## config.mk

```make
export PLATFORM = sky130hd
export DESIGN_NAME = ciclo_esp32_encoder
export DESIGN_NICKNAME = d
export VERILOG_FILES = /design/src/rtl/ciclo_esp32_encoder.sv
export SDC_FILE = /design/constraint.sdc
export NUM_CORES = 1
export LEC_CHECK = 0
export CAP_MARGIN = 20
export CORE_MARGIN = 2
export CORE_UTILIZATION = 45
export DETAILED_ROUTE_END_ITERATION = 10
export PLACE_DENSITY_LB_ADDON = 0.15
export SLEW_MARGIN = 20
export SYNTH_ARGS = -nofsm -noshare
export SYNTH_HDL_FRONTEND = slang
export SYNTH_SLANG_ARGS = --single-unit
```

## constraint.sdc

```tcl
create_clock -name clk -period 4.55 [get_ports clk]
set_clock_uncertainty 0.2 [all_clocks]
set_input_delay 1.365 -clock clk [delete_from_list [all_inputs] [get_ports clk]]
set_output_delay 1.365 -clock clk [all_outputs]
set_load 0.02 [all_outputs]
```

## src/rtl/ciclo_esp32_encoder.sv

```systemverilog
// Timed phase sequencer driving the traffic-light decoder: phase code, flash flag and strobes.
// Optional manual stepping (ports manual/paso) is enabled by defining CICLO_PASO_MANUAL_EN.
module ciclo_esp32_encoder #(
  parameter int N_CICLOS   = 8,
  parameter int T_LARGO    = 50000000,
  parameter int T_CORTO    = 10000000,
  parameter int T_DEST     = 25000000,
  parameter int CICLO_DEST = 31,
  parameter int CW         = 32
) (
  input  logic       clk,
  input  logic       rst,
  input  logic       en,
  input  logic       dest_req,
`ifdef CICLO_PASO_MANUAL_EN
  input  logic       manual,
  input  logic       paso,
`endif
  output logic [4:0] ciclo_esp32,
  output logic       dest_esp32,
  output logic       ciclo_stb,
  output logic       fin_ronda
);

  typedef enum logic {RUN, DEST} state_t;

  localparam logic [CW-1:0] T_LARGO_FIN = CW'(T_LARGO - 1);
  localparam logic [CW-1:0] T_CORTO_FIN = CW'(T_CORTO - 1);
  localparam logic [CW-1:0] T_DEST_FIN  = CW'(T_DEST - 1);
  localparam logic [4:0]    ULTIMA_FASE = 5'(N_CICLOS - 1);
  localparam logic [4:0]    CODIGO_DEST = 5'(CICLO_DEST);

  state_t        state;
  logic [CW-1:0] cnt;
  logic [CW-1:0] t_fin;
  logic          modo_manual;
  logic          avanzar;

  // Odd phases are the short amber dwell, even phases the long green one.
  assign t_fin = ciclo_esp32[0] ? T_CORTO_FIN : T_LARGO_FIN;

`ifdef CICLO_PASO_MANUAL_EN
  assign modo_manual = manual;
  assign avanzar     = en && (manual ? paso : (cnt == t_fin));
`else
  assign modo_manual = 1'b0;
  assign avanzar     = en && (cnt == t_fin);
`endif

  always_ff @(posedge clk) begin
    if (rst) begin
      state       <= RUN;
      cnt         <= '0;
      ciclo_esp32 <= '0;
      dest_esp32  <= 1'b0;
      ciclo_stb   <= 1'b0;
      fin_ronda   <= 1'b0;
    end else begin
      ciclo_stb <= 1'b0;
      fin_ronda <= 1'b0;
      case (state)
        RUN: begin
          if (avanzar) begin
            cnt       <= '0;
            ciclo_stb <= 1'b1;
            // Flash mode is only entered on a phase boundary, never mid-dwell.
            if (dest_req) begin
              state       <= DEST;
              ciclo_esp32 <= CODIGO_DEST;
              dest_esp32  <= 1'b1;
            end else if (ciclo_esp32 == ULTIMA_FASE) begin
              ciclo_esp32 <= '0;
              fin_ronda   <= 1'b1;
            end else begin
              ciclo_esp32 <= ciclo_esp32 + 5'd1;
            end
          end else if (modo_manual) begin
            cnt <= '0;
          end else if (en) begin
            cnt <= cnt + 1'b1;
          end
        end
        DEST: begin
          // Exit wins over a coincident toggle and does not wait for en.
          if (!dest_req) begin
            state       <= RUN;
            cnt         <= '0;
            ciclo_esp32 <= '0;
            dest_esp32  <= 1'b0;
            ciclo_stb   <= 1'b1;
          end else if (en) begin
            if (cnt == T_DEST_FIN) begin
              cnt        <= '0;
              dest_esp32 <= ~dest_esp32;
            end else begin
              cnt <= cnt + 1'b1;
            end
          end
        end
        default: state <= RUN;
      endcase
    end
  end

endmodule

```

==> results of run 1 <==
## sequential cells by signal, indices dropped and copies added, names as in the netlist
name,cells
state,1
ciclo_esp32,5
ciclo_stb,1
cnt,32
fin_ronda,1
dest_esp32,1
## worst max path at each step
stage | endpoint | start
after floorplan | cnt[31] | en
after global placement | cnt[31] | dest_req
after detailed placement | cnt[31] | dest_req
after CTS | cnt[31] | dest_req
after global routing | cnt[31] | dest_req
final | cnt[31] | dest_req
## cell usage after synthesis, types with 3 or more instances
master     n  area (um^2)
clkbuf_1  15         56.3
nand4b_1   4         35.0
nand2_1   17         63.8
a21oi_1   12         60.1
buf_2      3         15.0
nand4_1   11         68.8
nand2b_1   4         25.0
nor4_1    16          100
xnor2_1   22          193
nor2_1    10         37.5
and4_1     6         52.6
dfxtp_1   41          821
o21ai_0    6         30.0
and3_1     3         18.8
nor3_1    32          160
inv_1      6         22.5
xor2_1     4         35.0
nand3_1   12         60.1
and2_1     4         25.0
or3_1      4         25.0
## worst reg2reg max path, delay by kind of cell (launching register included)
family             cells  cell delay (ns)
and+or+nand+nor        4             1.70
DFF                    1             0.51
AOI/OAI and AO/OA      1             0.21
## area by class of cell
type                            instances  area [um^2]
Clock buffer                            7         96.3
Tap cell                               67         83.8
Multi-Input combinational cell        203         1320
Sequential cell                        41          821
Timing Repair Buffer                   15          153
Fill cell                             480         2250
Clock inverter                          1         5.00
Inverter                                6         22.5
## report_power, final
part / internal [mW] / leakage (nW) / switching, mW
logic: 0.00619 / 0.333 / 0.0113
registers: 0.360 / 0.330 / 0.00121
clock network: 0.137 / 0.0542 / 0.124
total: 0.503 / 0.718 / 0.137
## per-layer routing
layer | track usage, % | vias to the layer above | part of all wire, %
met2 | 28.6 | 24 | 44
met4 | 6.35 | 0 | 1.5
met5 | 0 | - | 0
met1 | 28.5 | 921 | 52
li1 | - | 1002 | -
met3 | 5.28 | 8 | 2.8
## cells by family (layout without fill, tap and decap cells)
group	count (synthesis)	in the layout	synth area share, %
buf+inv	25	29	4.35
simple gates	142	142	37.9
xor+xnor	26	26	10.2
compound gates	32	32	9.32
flops	41	41	36.6
fa+ha+maj	2	2	1.12
mux	1	1	0.502
==> run_results.csv, run 1 <==
group,metric,value,unit
yosys,synthArstFlopShare,0,%
pwr,ir_drop,0.172,mV
sta,hold_viol_final,0,
placement,io_buffers,11,
yosys,ys_seq_area_share,36.6,%
worst_setup_path,reg2reg_slack,1.86,ns
run,drv_cap,0,
worst_setup_path,cp-start-kind,"primary input",
final_layout,final_common_cell,"dfxtp_1",
sta,worst_pin_slew,0.933,ns
worst_setup_path,crit_chain,"clkdlybuf4s50_1, nor2b_1, o2111ai_1, or3_4, or4b_4, a211oi_2",
placement,routabilityCongestion,0.840,
grt,first_global_vias,1734,
clock_network,clockRootBuffer,"clkbuf_8",
final_layout,stdcell_count,340,
placement,dp.final_hpwl,3320,um
clock_network,cts_tree,"yes",
final_layout,synthToLayoutAreaGrowth,11.7,%
worst_setup_path,cp-end-kind,"register",
placement,place_ws,0.648,ns
drt,drc_errors,0,
floorplanning,initial_core_util,47.2,%
drt,drt_iter0_drc,152,
grt,grt_use_total,19.8,%
final_layout,nets,278,
clock_network,post-cts-setup-buffers,0,
drt,wl_per_cell,14.3,um
min_path,holdPathStages,2,
yosys,synth_area,0.00224,mm^2
yosys,ys_warn_count,0,
worst_setup_path,r2r-start,"cnt[6]",
worst_setup_path,worstSetupPathType,"primary input to register",
grt,grt_max_degree,37,
yosys,dominantRegCellSynth,"dfxtp_1",
run_status,status,"completed",
floorplanning,die_x,74.6,um
clock_network,cts-htree-levels,2,
floorplanning,die_area,0.00556,mm^2
final_layout,diodes,0,
floorplanning,fp.dieH,74.6,um
worst_setup_path,critPathTopFamily,"simple AND/OR/NAND/NOR gates",
floorplanning,fp.coreArea,0.00475,mm^2
sta,rsz0062_at_grt,"no",
yosys,synth_edf_count,0,
drt,first_pass_iters,4,
sta,fin_setup_tns,0,ns
final_layout,mostFrequentLayoutCells,"dfxtp_1, nor3_1, xnor2_1, nand2_1, nor4_1",
grt,overflow,0,
sta,period_share,78.8,%
worst_setup_path,reg2reg_depth,5,
floorplanning,io_pins,12,
final_layout,drive_above_1_share,8.06,%
min_path,hold_class,"register to register",
pwr,p_per_area,255,mW/mm^2
final_layout,finish.instance_area,0.00250,mm^2
worst_setup_path,required,4.57,ns
grt,grt_pass1_wl,8460,um
yosys,synth_area_per_cell,8.34,um^2
yosys,yosysUniqueCellTypes,50,
drt,ant_nets,0,
final_layout,utilization,52.7,%
pwr,p_total,0.640,mW
sta,timing.slew.headroom,37.5,%
worst_setup_path,r2r-end,"cnt[31]",
clock_network,ctsResizeCount,0,
placement,place_area,0.00240,mm^2
worst_setup_path,worst-path-stages,6,
drt,via_per_inst,5.75,
grt,antenna_found_initial,0,
sta,setup_ws,0.963,ns
worst_setup_path,crit_buf_inv,1,
yosys,ys_ff_latch,41,
floorplanning,row_count,25,
drt,vias,1955,
sta,hold_ws,0.293,ns
yosys,syn_nets,275,
pwr,power_leakage,0.718,nW
worst_setup_path,cpMaxStageDelayCell,"clkdlybuf4s50_1",
clock_network,clock_path_buffers,2,
worst_setup_path,arrival,3.61,ns
sta,finalSetupViolations,0,
worst_setup_path,critPathMaxStageDelay,0.59,ns
clock_network,clk_pin_slew,0.07,ns
yosys,syn_inst,269,
min_path,hold_end,"cnt[1]",
sta,fin_crit,3.59,ns
min_path,min_from,"cnt[1]",
worst_setup_path,worstPathMaxFanout,12,
placement,placed_cells,332,
sta,fmax,0.279,GHz
clock_network,numCtsBuffers,5,
clock_network,cts_sinks,41,
clock_network,postCtsHoldBufs,0,
drt,wl,4850,um
sta,maxSlewViolCount,0,
clock_network,clkLatencyLatePin,0.29,ns
Power figures use the tool's default switching activity.
==> run 2, diff against run 1 <==
- clock period: 4.55 -> 3.1 ns (I/O delays scaled with it)
==> run_results.csv, run 2 (same netlist as run 1, synthesis figures left out) <==
group,metric,value,unit
sta,fmax,0.359,GHz
floorplanning,die_x,74.6,um
clock_network,clkLatencyLatePin,0.30,ns
sta,period_share,89.8,%
placement,routabilityCongestion,0.864,
clock_network,cts_sinks,41,
clock_network,clockRootBuffer,"clkbuf_8",
sta,worst_pin_slew,0.723,ns
final_layout,drive_above_1_share,9.93,%
final_layout,multi_input_area,0.00132,mm^2
floorplanning,fp.coreArea,0.00475,mm^2
floorplanning,initial_core_util,47.2,%
grt,grt_use_total,21.0,%
placement,io_buffers,11,
min_path,hold_class,"register to register",
sta,hold_viol_final,0,
final_layout,regMostFlops,"cnt",
worst_setup_path,crit_buf_inv,2,
sta,maxSlewViolCount,0,
clock_network,cts-htree-levels,2,
clock_network,clk_pin_slew,0.08,ns
run_status,status,"completed",
drt,drt_iter0_drc,150,
drt,wl,5210,um
pwr,p_total,0.907,mW
worst_setup_path,cp-end-kind,"register",
drt,wl_per_cell,14.9,um
final_layout,diodes,0,
worst_setup_path,crit_chain,"clkdlybuf4s50_1, nor2b_1, o2111ai_1, or3_4, buf_4, or3_1, a211oi_1",
floorplanning,io_pins,12,
final_layout,mostFrequentLayoutCells,"dfxtp_1, nor3_1, xnor2_1, nand2_1, nor4_1",
clock_network,cts_tree,"yes",
clock_network,numCtsBuffers,5,
worst_setup_path,worstPathMaxFanout,4,
grt,first_global_vias,1871,
pwr,p_per_area,355,mW/mm^2
final_layout,largest_reg_flops,32,
clock_network,postCtsHoldBufs,0,
floorplanning,fp.dieH,74.6,um
pwr,ir_drop,0.252,mV
floorplanning,die_area,0.00556,mm^2
clock_network,ctsResizeCount,0,
sta,finalSetupViolations,0,
sta,rsz0062_at_grt,"no",
drt,vias,1994,
clock_network,clock_path_buffers,2,
worst_setup_path,required,3.11,ns
sta,fin_setup_tns,0,ns
worst_setup_path,critPathMaxStageDelay,0.42,ns
final_layout,register_area,821,um^2
placement,dp.final_hpwl,3490,um
floorplanning,row_count,25,
worst_setup_path,cpMaxStageDelayCell,"clkdlybuf4s50_1",
worst_setup_path,critPathTopFamily,"simple AND/OR/NAND/NOR gates",
drt,via_per_inst,5.71,
pwr,power_leakage,0.744,nW
grt,grt_max_degree,37,
drt,first_pass_iters,4,
grt,overflow,0,
final_layout,nets,287,
final_layout,fillers,460,
sta,fin_crit,2.79,ns
worst_setup_path,arrival,2.80,ns
grt,grt_pass1_wl,9030,um
worst_setup_path,worstSetupPathType,"primary input to register",
run,drv_cap,0,
final_layout,final_common_cell,"dfxtp_1",
sta,timing.slew.headroom,51.8,%
final_layout,synthToLayoutAreaGrowth,13.8,%
final_layout,reg.largest.list,"cnt (32), ciclo_esp32 (5)",
grt,antenna_found_initial,0,
drt,drc_errors,0,
clock_network,post-cts-setup-buffers,0,
drt,ant_nets,0,
worst_setup_path,cp-start-kind,"primary input",
run 2: cell count changes in the layout (fill, tap and decap cells not counted):
cell,delta
clkbuf_1,+3
buf_4,+9
clkinv_2,-1
clkbuf_8,-2
run 2: power breakdown:
group / internal, mW / total (mW) / switching [mW]
Combinational: 0.0116 / 0.0289 / 0.0173
Sequential: 0.528 / 0.530 / 0.00176
Clock: 0.160 / 0.348 / 0.188
Total: 0.700 / 0.907 / 0.207
run 2: per-layer routing:
layer	wire length, um	global-route usage [%]	vias to the layer above
li1	-	-	1018
met1	2580	29.0	925
met2	2340	31.9	43
met3	218	5.01	8
met4	71	8.13	0
met5	0	0	-
run 2: stage by stage:
step	util [%]	instance area (um^2)	hold slack, ns	setup WS (ns)	std cells
after CTS	53.7	2550	0.291	0.317	349
after global placement	52.0	2470	0.272	0.0414	341
after detailed placement	52.0	2470	0.278	0.0351	341
after floorplan	-	2240	0.258	0.456	269
after global routing	53.7	2550	0.316	0.145	349
final	53.7	2550	0.288	0.315	349
run 2: worst paths after layout:
check	slack, ns	endpoint	cells past startpoint	from
worst max register to register	0.77	cnt[29]	6	cnt[12]
worst min-delay path	0.29	cnt[1]	2	cnt[1]
worst max-delay path	0.31	cnt[29]	7	dest_req
worst min register to register	0.29	cnt[1]	2	cnt[1]
run 2: cell type report:
class                   instances  area share [%]
multi-input cells             203            51.9
flip-flops and latches         41            32.2
repair buffers                 24            8.63
well taps                      67            3.29
clock buffers                   8            3.14
inverters                       6           0.883
run 2: worst register-to-register path, cell delays in order (launching register included):
cell and delay (ns):
dfxtp_1 0.46, and4_4 0.29, nand4_2 0.14, or3_4 0.42, buf_4 0.16, or3_1 0.34
a211oi_1 0.25
==> run 3, diff against run 2 <==
- clock period: 3.1 -> 3.45 ns (I/O delays scaled with it)
==> run_results.csv, run 3 (same netlist as run 1, synthesis figures left out) <==
group,metric,value,unit
clock_network,clockRootBuffer,"clkbuf_8",
placement,place_ws,0.238,ns
floorplanning,row_count,25,
grt,antenna_found_initial,0,
worst_setup_path,worstPathMaxFanout,5,
worst_setup_path,r2r-end,"cnt[31]",
sta,maxSlewViolCount,0,
placement,dp.final_hpwl,3460,um
clock_network,clk_pin_slew,0.07,ns
drt,drt_iter0_drc,88,
clock_network,clkLatencyLatePin,0.29,ns
worst_setup_path,cp-start-kind,"primary input",
drt,vias,2023,
final_layout,register_area,821,um^2
grt,grt_max_degree,37,
final_layout,regMostFlops,"cnt",
sta,hold_viol_final,0,
min_path,hold_end,"cnt[1]",
sta,fin_setup_tns,0,ns
placement,io_buffers,11,
worst_setup_path,reg2reg_depth,5,
grt,grt_pass1_wl,8690,um
placement,routabilityCongestion,0.806,
final_layout,utilization,53.1,%
worst_setup_path,reg2reg_slack,0.80,ns
drt,via_per_inst,5.83,
sta,rsz0062_at_grt,"no",
worst_setup_path,cp-end-kind,"register",
min_path,holdPathStages,2,
final_layout,final_common_cell,"dfxtp_1",
run,drv_cap,0,
pwr,p_per_area,320,mW/mm^2
worst_setup_path,arrival,2.92,ns
final_layout,nets,285,
min_path,min_from,"cnt[1]",
floorplanning,die_area,0.00556,mm^2
worst_setup_path,r2r-start,"cnt[11]",
sta,setup_ws,0.544,ns
floorplanning,die_x,74.6,um
sta,timing.slew.headroom,51.4,%
worst_setup_path,worstSetupPathType,"primary input to register",
sta,fmax,0.344,GHz
drt,wl_per_cell,14.7,um
drt,ant_nets,0,
sta,period_share,84.2,%
floorplanning,fp.dieH,74.6,um
sta,worst_pin_slew,0.729,ns
pwr,ir_drop,0.232,mV
sta,finalSetupViolations,0,
floorplanning,fp.coreArea,0.00475,mm^2
drt,first_pass_iters,4,
final_layout,drive_above_1_share,9.29,%
clock_network,cts_sinks,41,
final_layout,largest_reg_flops,32,
final_layout,synthToLayoutAreaGrowth,12.6,%
placement,placed_cells,339,
floorplanning,io_pins,12,
final_layout,diodes,0,
grt,grt_use_total,20.2,%
sta,hold_ws,0.290,ns
clock_network,cts-htree-levels,2,
sta,fin_crit,2.91,ns
drt,wl,5120,um
final_layout,mostFrequentLayoutCells,"dfxtp_1, nor3_1, xnor2_1, nand2_1, nor4_1",
grt,first_global_vias,1866,
clock_network,numCtsBuffers,5,
run_status,status,"completed",
floorplanning,initial_core_util,47.2,%
final_layout,stdcell_count,347,
clock_network,post-cts-setup-buffers,0,
clock_network,clock_path_buffers,2,
min_path,hold_class,"register to register",
final_layout,multi_input_area,0.00132,mm^2
final_layout,fillers,474,
pwr,power_leakage,0.733,nW
drt,drc_errors,0,
clock_network,postCtsHoldBufs,0,
clock_network,cts_tree,"yes",
grt,overflow,0,
worst_setup_path,required,3.46,ns
clock_network,ctsResizeCount,0,
final_layout,reg.largest.list,"cnt (32), ciclo_esp32 (5)",
==> run 3: changes by cell type in the layout (fill, tap and decap cells not counted) <==
cell	delta
buf_4	-1
buf_12	-1
==> run 3: area by class of cell <==
| class | count | area share, % |
|---|---|---|
| clock buffers | 8 | 3.17 |
| inverters | 6 | 0.892 |
| multi-input cells | 203 | 52.5 |
| flip-flops and latches | 41 | 32.5 |
| well taps | 67 | 3.32 |
| repair buffers | 22 | 7.64 |
==> run 3: routing by layer <==
metal / share of wire (%) / track usage (%)
met1: 52 / 28.9
met2: 43 / 29.8
met3: 3.6 / 3.93
met4: 1.6 / 8.13
met5: 0 / 0
==> run 3: worst max-delay path, stage by stage <==
cell             delay [ns]
clkdlybuf4s50_1        0.57
o2111ai_1              0.19
or3_4                  0.39
or4b_4                 0.52
a211oi_2               0.21
==> run 3: through the flow <==
| stage | area (um^2) | power [mW] |
|---|---|---|
| after detailed placement | 2440 | 0.513 |
| final | 2520 | 0.806 |
| after CTS | 2520 | 0.812 |
| after global placement | 2440 | 0.512 |
| after floorplan | 2240 | 0.503 |
| after global routing | 2520 | 0.839 |
==> run 3: worst max path at each step <==
stage	from	to	depth (start not counted)
3_5_place_dp	en	cnt[31]	5
6_report	en	cnt[31]	5
3_3_place_gp	dest_req	cnt[31]	6
4_1_cts	en	cnt[31]	5
2_1_floorplan	en	cnt[31]	5
5_1_grt	en	cnt[5]	7
==> run 3: report_power, final <==
| part | switching [mW] | internal, mW |
|---|---|---|
| combinational | 0.0153 | 0.00962 |
| sequential | 0.00161 | 0.475 |
| clock | 0.161 | 0.144 |
| total | 0.178 | 0.628 |
